### src/rtl/wash_pkg.sv
// Shared state/phase encoding for the wash sequencer and the panel display logic.
package wash_pkg;

    typedef enum logic [3:0] {
        ST_IDLE      = 4'd0,
        ST_FILL      = 4'd1,
        ST_DETERGENT = 4'd2,
        ST_AGITATE   = 4'd3,
        ST_DRAIN     = 4'd4,
        ST_SPIN      = 4'd5,
        ST_DONE      = 4'd6,
        ST_FAULT     = 4'd7
    } wash_state_t;

    localparam logic [3:0] PHASE_IDLE      = 4'd0;
    localparam logic [3:0] PHASE_FILL      = 4'd1;
    localparam logic [3:0] PHASE_DETERGENT = 4'd2;
    localparam logic [3:0] PHASE_AGITATE   = 4'd3;
    localparam logic [3:0] PHASE_DRAIN     = 4'd4;
    localparam logic [3:0] PHASE_SPIN      = 4'd5;
    localparam logic [3:0] PHASE_DONE      = 4'd6;
    localparam logic [3:0] PHASE_FAULT     = 4'd7;

    // States in which the tub holds the door locked and Pause can freeze the program.
    function automatic logic is_running(input wash_state_t s);
        return (s == ST_FILL) || (s == ST_DETERGENT) || (s == ST_AGITATE) ||
               (s == ST_DRAIN) || (s == ST_SPIN);
    endfunction

endpackage

### src/rtl/wash_phase_timer.sv
// Tick-driven saturating phase timer; flags the Tick on which the current state has
// spent exactly 'limit' Ticks (a limit of 0 behaves as 1).
module wash_phase_timer #(
    parameter int CNT_W = 16
) (
    input  logic             Clock,
    input  logic             Reset,
    input  logic             clear,
    input  logic             tick,
    input  logic             freeze,
    input  logic [CNT_W-1:0] limit,
    output logic             reached
);

    logic [CNT_W-1:0] count;
    logic [CNT_W-1:0] last_count;

    assign last_count = (limit == '0) ? '0 : limit - CNT_W'(1);
    assign reached    = tick && !freeze && (count == last_count);

    always_ff @(posedge Clock or posedge Reset) begin
        if (Reset) begin
            count <= '0;
        end else if (clear) begin
            count <= '0;
        end else if (tick && !freeze && (count != '1)) begin
            count <= count + CNT_W'(1);
        end
    end

endmodule

### src/rtl/wash_cycle_controller.sv
// Washing-machine sequencer: fill, detergent, wash, N rinses, drain, spin, with pause,
// abort-with-drain and fill/drain watchdogs. All outputs are registered from the next state.
module wash_cycle_controller #(
    parameter int CNT_W       = 16,
    parameter int WASH_TICKS  = 1000,
    parameter int RINSE_TICKS = 500,
    parameter int SPIN_TICKS  = 300,
    parameter int FILL_LIMIT  = 2000,
    parameter int DRAIN_LIMIT = 2000,
    parameter int RINSE_W     = 2
) (
    input  logic               Clock,
    input  logic               Reset,
    input  logic               Tick,
    input  logic               Start,
    input  logic               Door_Close,
    input  logic               Filled,
    input  logic               Drained,
    input  logic               Detergent_Added,
    input  logic               Pause,
    input  logic               Abort,
    input  logic [RINSE_W-1:0] Rinse_Count,
    output logic               Motor_on,
    output logic               Spin_fast,
    output logic               Fill_valve_on,
    output logic               Drained_valve_on,
    output logic               Door_Lock,
    output logic               Done,
    output logic               Fault,
    output logic [3:0]         Phase
);

    import wash_pkg::*;

    localparam logic [CNT_W-1:0] WASH_L  = CNT_W'(WASH_TICKS);
    localparam logic [CNT_W-1:0] RINSE_L = CNT_W'(RINSE_TICKS);
    localparam logic [CNT_W-1:0] SPIN_L  = CNT_W'(SPIN_TICKS);
    localparam logic [CNT_W-1:0] FILL_L  = CNT_W'(FILL_LIMIT);
    localparam logic [CNT_W-1:0] DRAIN_L = CNT_W'(DRAIN_LIMIT);

    wash_state_t        state;
    wash_state_t        next_state;
    logic               abort_flag;
    logic [RINSE_W:0]   pass;
    logic [RINSE_W-1:0] rinse_latched;
    logic               aborting;
    logic               paused;
    logic               out_paused;
    logic               timer_clear;
    logic               reached;
    logic [CNT_W-1:0]   limit;

    // Once an abort is pending, Pause no longer holds anything back.
    assign aborting    = Abort || abort_flag;
    assign paused      = Pause && is_running(state) && !aborting;
    assign out_paused  = Pause && is_running(next_state) && !aborting;
    assign timer_clear = (next_state != state);

    always_comb begin
        limit = '1;
        case (state)
            ST_FILL:    limit = FILL_L;
            ST_AGITATE: limit = (pass == '0) ? WASH_L : RINSE_L;
            ST_DRAIN:   limit = DRAIN_L;
            ST_SPIN:    limit = SPIN_L;
            default:    limit = '1;
        endcase
    end

    wash_phase_timer #(
        .CNT_W (CNT_W)
    ) u_timer (
        .Clock   (Clock),
        .Reset   (Reset),
        .clear   (timer_clear),
        .tick    (Tick),
        .freeze  (paused),
        .limit   (limit),
        .reached (reached)
    );

    // Sensors are tested before the watchdog so a late Filled/Drained still wins.
    always_comb begin
        next_state = state;
        unique case (state)
            ST_IDLE: begin
                if (Start && Door_Close) next_state = ST_FILL;
            end
            ST_FILL: begin
                if (Abort) next_state = ST_DRAIN;
                else if (!paused) begin
                    if (Filled) next_state = (pass == '0) ? ST_DETERGENT : ST_AGITATE;
                    else if (reached) next_state = ST_FAULT;
                end
            end
            ST_DETERGENT: begin
                if (Abort) next_state = ST_DRAIN;
                else if (!paused && Detergent_Added) next_state = ST_AGITATE;
            end
            ST_AGITATE: begin
                if (Abort) next_state = ST_DRAIN;
                else if (reached) next_state = ST_DRAIN;
            end
            ST_DRAIN: begin
                if (!paused && Drained) begin
                    if (aborting) next_state = ST_IDLE;
                    else if (pass < {1'b0, rinse_latched}) next_state = ST_FILL;
                    else next_state = ST_SPIN;
                end else if (reached) begin
                    next_state = ST_FAULT;
                end
            end
            ST_SPIN: begin
                if (Abort) next_state = ST_DRAIN;
                else if (reached) next_state = ST_DONE;
            end
            ST_DONE:  next_state = ST_IDLE;
            ST_FAULT: begin
                if (Abort && Drained) next_state = ST_IDLE;
            end
            default:  next_state = ST_IDLE;
        endcase
    end

    always_ff @(posedge Clock or posedge Reset) begin
        if (Reset) begin
            state            <= ST_IDLE;
            abort_flag       <= 1'b0;
            pass             <= '0;
            rinse_latched    <= '0;
            Motor_on         <= 1'b0;
            Spin_fast        <= 1'b0;
            Fill_valve_on    <= 1'b0;
            Drained_valve_on <= 1'b0;
            Door_Lock        <= 1'b0;
            Done             <= 1'b0;
            Fault            <= 1'b0;
            Phase            <= PHASE_IDLE;
        end else begin
            state <= next_state;

            if (next_state == ST_IDLE) abort_flag <= 1'b0;
            else if (Abort && (state != ST_IDLE)) abort_flag <= 1'b1;

            if ((state == ST_IDLE) && (next_state == ST_FILL)) begin
                pass          <= '0;
                rinse_latched <= Rinse_Count;
            end else if ((state == ST_DRAIN) && (next_state == ST_FILL)) begin
                pass <= pass + 1'b1;
            end

            Motor_on         <= ((next_state == ST_AGITATE) || (next_state == ST_SPIN)) && !out_paused;
            Spin_fast        <= (next_state == ST_SPIN) && !out_paused;
            Fill_valve_on    <= (next_state == ST_FILL) && !out_paused;
            Drained_valve_on <= (((next_state == ST_DRAIN) || (next_state == ST_SPIN)) && !out_paused) ||
                                (next_state == ST_FAULT);
            Door_Lock        <= is_running(next_state) || ((next_state == ST_FAULT) && !Drained);
            Done             <= (next_state == ST_DONE);
            Fault            <= (next_state == ST_FAULT);
            Phase            <= next_state;
        end
    end

endmodule
### config.mk
export PLATFORM = sky130hd
export DESIGN_NAME = wash_cycle_controller
export DESIGN_NICKNAME = d
export VERILOG_FILES = /design/src/rtl/wash_pkg.sv /design/src/rtl/wash_phase_timer.sv /design/src/rtl/wash_cycle_controller.sv
export SDC_FILE = /design/constraint.sdc
export NUM_CORES = 1
export LEC_CHECK = 0
export BUFFER_PORTS_ARGS = -buffer_cell sky130_fd_sc_hd__buf_2
export CORE_MARGIN = 5
export CORE_UTILIZATION = 55
export CTS_CLUSTER_SIZE = 8
export DETAILED_ROUTE_END_ITERATION = 16
export PLACE_DENSITY = 0.75
export SLEW_MARGIN = 20
export SYNTH_ARGS = -nofsm -noshare
export SYNTH_HDL_FRONTEND = slang
export SYNTH_SLANG_ARGS = --single-unit
### constraint.sdc
create_clock -name Clock -period 3.4 [get_ports Clock]
set_input_delay 0.51 -clock Clock [delete_from_list [all_inputs] [get_ports Clock]]
set_output_delay 0.51 -clock Clock [all_outputs]
set_load 0.01 [all_outputs]
==> flow_summary.json <==
{
  "outcome": "finished clean",
  "clock-sinks": 33,
  "ys.flop_type": "dfrtp_1",
  "synth_most_common_cell": "dfrtp_1",
  "finalSetupViolations": 0,
  "insertedDiodeCount": 0,
  "synth_cells": 262,
  "yosysTopAreaCellShare_pct": 33.8,
  "critPathBufInv": 2,
  "rsz0062_at_grt": "no",
  "drive_gt1_share_pct": 27.4,
  "die_height_um": 76.6,
  "path_cells": "inv_1, ha_1, or3b_1, and3_2, or3_1, or4b_1, o41ai_1, and3b_2, a21o_1, buf_12, nor3_1",
  "r2r_slack_ps": 140,
  "start_util_pct": 56.5,
  "setup_tns_ps": 0,
  "path_clk_slew_ps": 70,
  "syn2layout_area_growth_pct": 12.6,
  "drc_errors": 0,
  "clk_latency_ps": 280,
  "grt_pass1_vias": 2112,
  "cp-start-kind": "register",
  "vias": 2225,
  "antenna_found_initial": 0,
  "cts.path.max_buffers": 2,
  "wl_per_cell_um": 17.7,
  "h-tree-depth": 2,
  "io_pins": 23,
  "dp_cells": 336,
  "synth_area_um2": 2440,
  "syn_area_per_cell_um2": 9.32,
  "arrival_ps": 3430,
  "layout.nets": 308,
  "max-vdd-ir-drop_v": 0.000251,
  "grt_pass1_wl_mm": 10.4,
  "ff2ff_path_depth": 11,
  "cap_violations": 0,
  "ys_ff_latch": 33,
  "root_buffer": "clkbuf_8",
  "dp_hpwl_mm": 4.42,
  "antenna_left": 0,
  "crit_required_ps": 3570,
  "cts_tree": "built",
  "fin_skew_ps": 4.78,
  "r2r_start": "pass[0]$_DFFE_PP0P_",
  "first_pass_iters": 5,
  "via_per_inst": 6.47,
  "synth_edf_count": 0,
  "gr-total-overflow": 0,
  "path_class": "reg -> reg",
  "worst_path_max_delay_cell": "or4b_1",
  "port_buffers": 22,
  "hold_violations": 0,
  "finalWirelength_mm": 6.09,
  "die_w_um": 76.6,
  "fmax_mhz": 307,
  "dieArea_um2": 5870,
  "timing.final.crit_share_pct": 95.8,
  "core_um2": 4320,
  "grt_max_degree": 34,
  "cp_max_fo": 16,
  "slew_headroom_pct": 64.1,
  "synth_area_leaders": "dfrtp_1 34%, nor3_2 4.5%, xnor2_1 4.3%, nor3_1 4.1%, nand2_1 3.2%",
  "crit_family": "simple AND/OR/NAND/NOR gates",
  "drtIter0Drc": 203,
  "cts_inserted_buffers": 5,
  "fin_crit_ps": 3260,
  "critical_path.max_stage_delay_ps": 560,
  "endpoint_kind": "register",
  "rows": 24,
  "worst_pin_slew_ps": 536,
  "rr_endpoint": "u_timer.count[12]$_DFFE_PP0P_",
  "yosysUniqueCellTypes": 75,
  "grt_util_all_layers_pct": 21.6,
  "yosysWarnings": 0,
  "yosysSeqAreaShare_pct": 33.8,
  "min_path_type": "in -> async",
  "synth_top_cell_by_area": "dfrtp_1",
  "n_fill_cell": 379,
  "synth_commonest_cells": "33 x dfrtp_1, 21 x nand2_1, 20 x nor3_1",
  "stdcell_count": 344,
  "drv_slew": 0,
  "powerDensity_nw_per_um2": 343,
  "synth_fp_nets": 278,
  "gp_congestion": 0.946,
  "postSynth.asyncResetShare_pct": 100,
  "leakagePower_nw": 1.17
}
==> worst register-to-register path, stage by stage (launching register included) <==
cell and delay [ps]:
dfrtp_1 410, inv_1 80, ha_1 150, or3b_1 350
and3_2 220, or3_1 340, or4b_1 560, o41ai_1 400
and3b_2 260, a21o_1 130, buf_12 160, nor3_1 70
==> per-stage QoR <==
step	cell area [um^2]	total power, mW	hold slack (ps)	worst slack [ps]	utilization, %
final	2750	0.944	299	143	63.6
after detailed placement	2630	0.635	509	83.0	60.7
after global routing	2750	0.997	338	23.7	63.6
after floorplan	2440	0.580	471	427	-
after CTS	2720	0.934	313	88.6	62.8
after global placement	2630	0.633	495	123	60.7
==> flip-flops by register name, summed over array words and instances, names as in the netlist, 2 cells and up <==
name	flops
state	4
u_timer.count	16
rinse_latched	2
pass	3
==> area by class of cell <==
class	count	area [um^2]	area share, %
Multi-Input combinational cell	207	1500	54.6
Sequential cell	33	826	30.0
Timing Repair Buffer	34	225	8.19
Clock buffer	6	82.6	3.00
Tap cell	52	65.1	2.37
Inverter	11	41.3	1.50
Clock inverter	1	7.51	0.273
==> metal layers <==
layer / global-route usage (%) / up-vias / part of all wire (%)
met5: 0 / - / 0
li1: - / 1029 / -
met2: 32.1 / 132 / 45
met3: 4.85 / 31 / 8.0
met1: 30.6 / 1033 / 44
met4: 8.04 / 0 / 3.5
==> cells in the final DEF (no fill, tap or decap), types with 4 or more instances in the layout <==
master    instances
a21oi_1           6
and3_1            4
buf_2            22
buf_4            10
clkbuf_8          6
dfrtp_1          33
ha_1              4
inv_1            10
nand2_1          21
nand2b_1          4
nand3_1          11
nor2_1           15
nor3_1           19
nor3_2           12
nor4_1            5
o21ai_0           9
or3_1             4
xnor2_1          12
xor2_1            6
==> where the power goes <==
part / internal [mW] / total (mW) / switching [mW]
clock: 0.160 / 0.301 / 0.141
combinational: 0.0878 / 0.209 / 0.122
sequential: 0.411 / 0.433 / 0.0217
total: 0.659 / 0.944 / 0.285
==> timing repair <==
action | CTS | global route
gates resized for setup | 0 | 2
hold buffers | 0 | 0
setup buffers | 0 | 1
setup endpoints to repair | 0 | 17
==> worst max-delay path by stage <==
stage	start	cells past startpoint	to
global route	pass[0]$_DFFE_PP0P_	11	Motor_on$_DFF_PP0_
finish	pass[0]$_DFFE_PP0P_	11	u_timer.count[12]$_DFFE_PP0P_
detailed placement	Abort	9	u_timer.count[12]$_DFFE_PP0P_
CTS	state[1]$_DFF_PP0_	8	u_timer.count[12]$_DFFE_PP0P_
global placement	Abort	9	u_timer.count[1]$_DFFE_PP0P_
floorplan	pass[0]$_DFFE_PP0P_	11	u_timer.count[10]$_DFFE_PP0P_
==> logic make-up after synthesis <==
logic type	share of synthesized area, %
mux	2.15
fa+ha+maj	2.05
simple gates	33.1
xor+xnor	7.58
compound gates	15.9
flops	33.8
other cells	0.154
buf+inv	5.28
(Power assumes the default switching activity.)
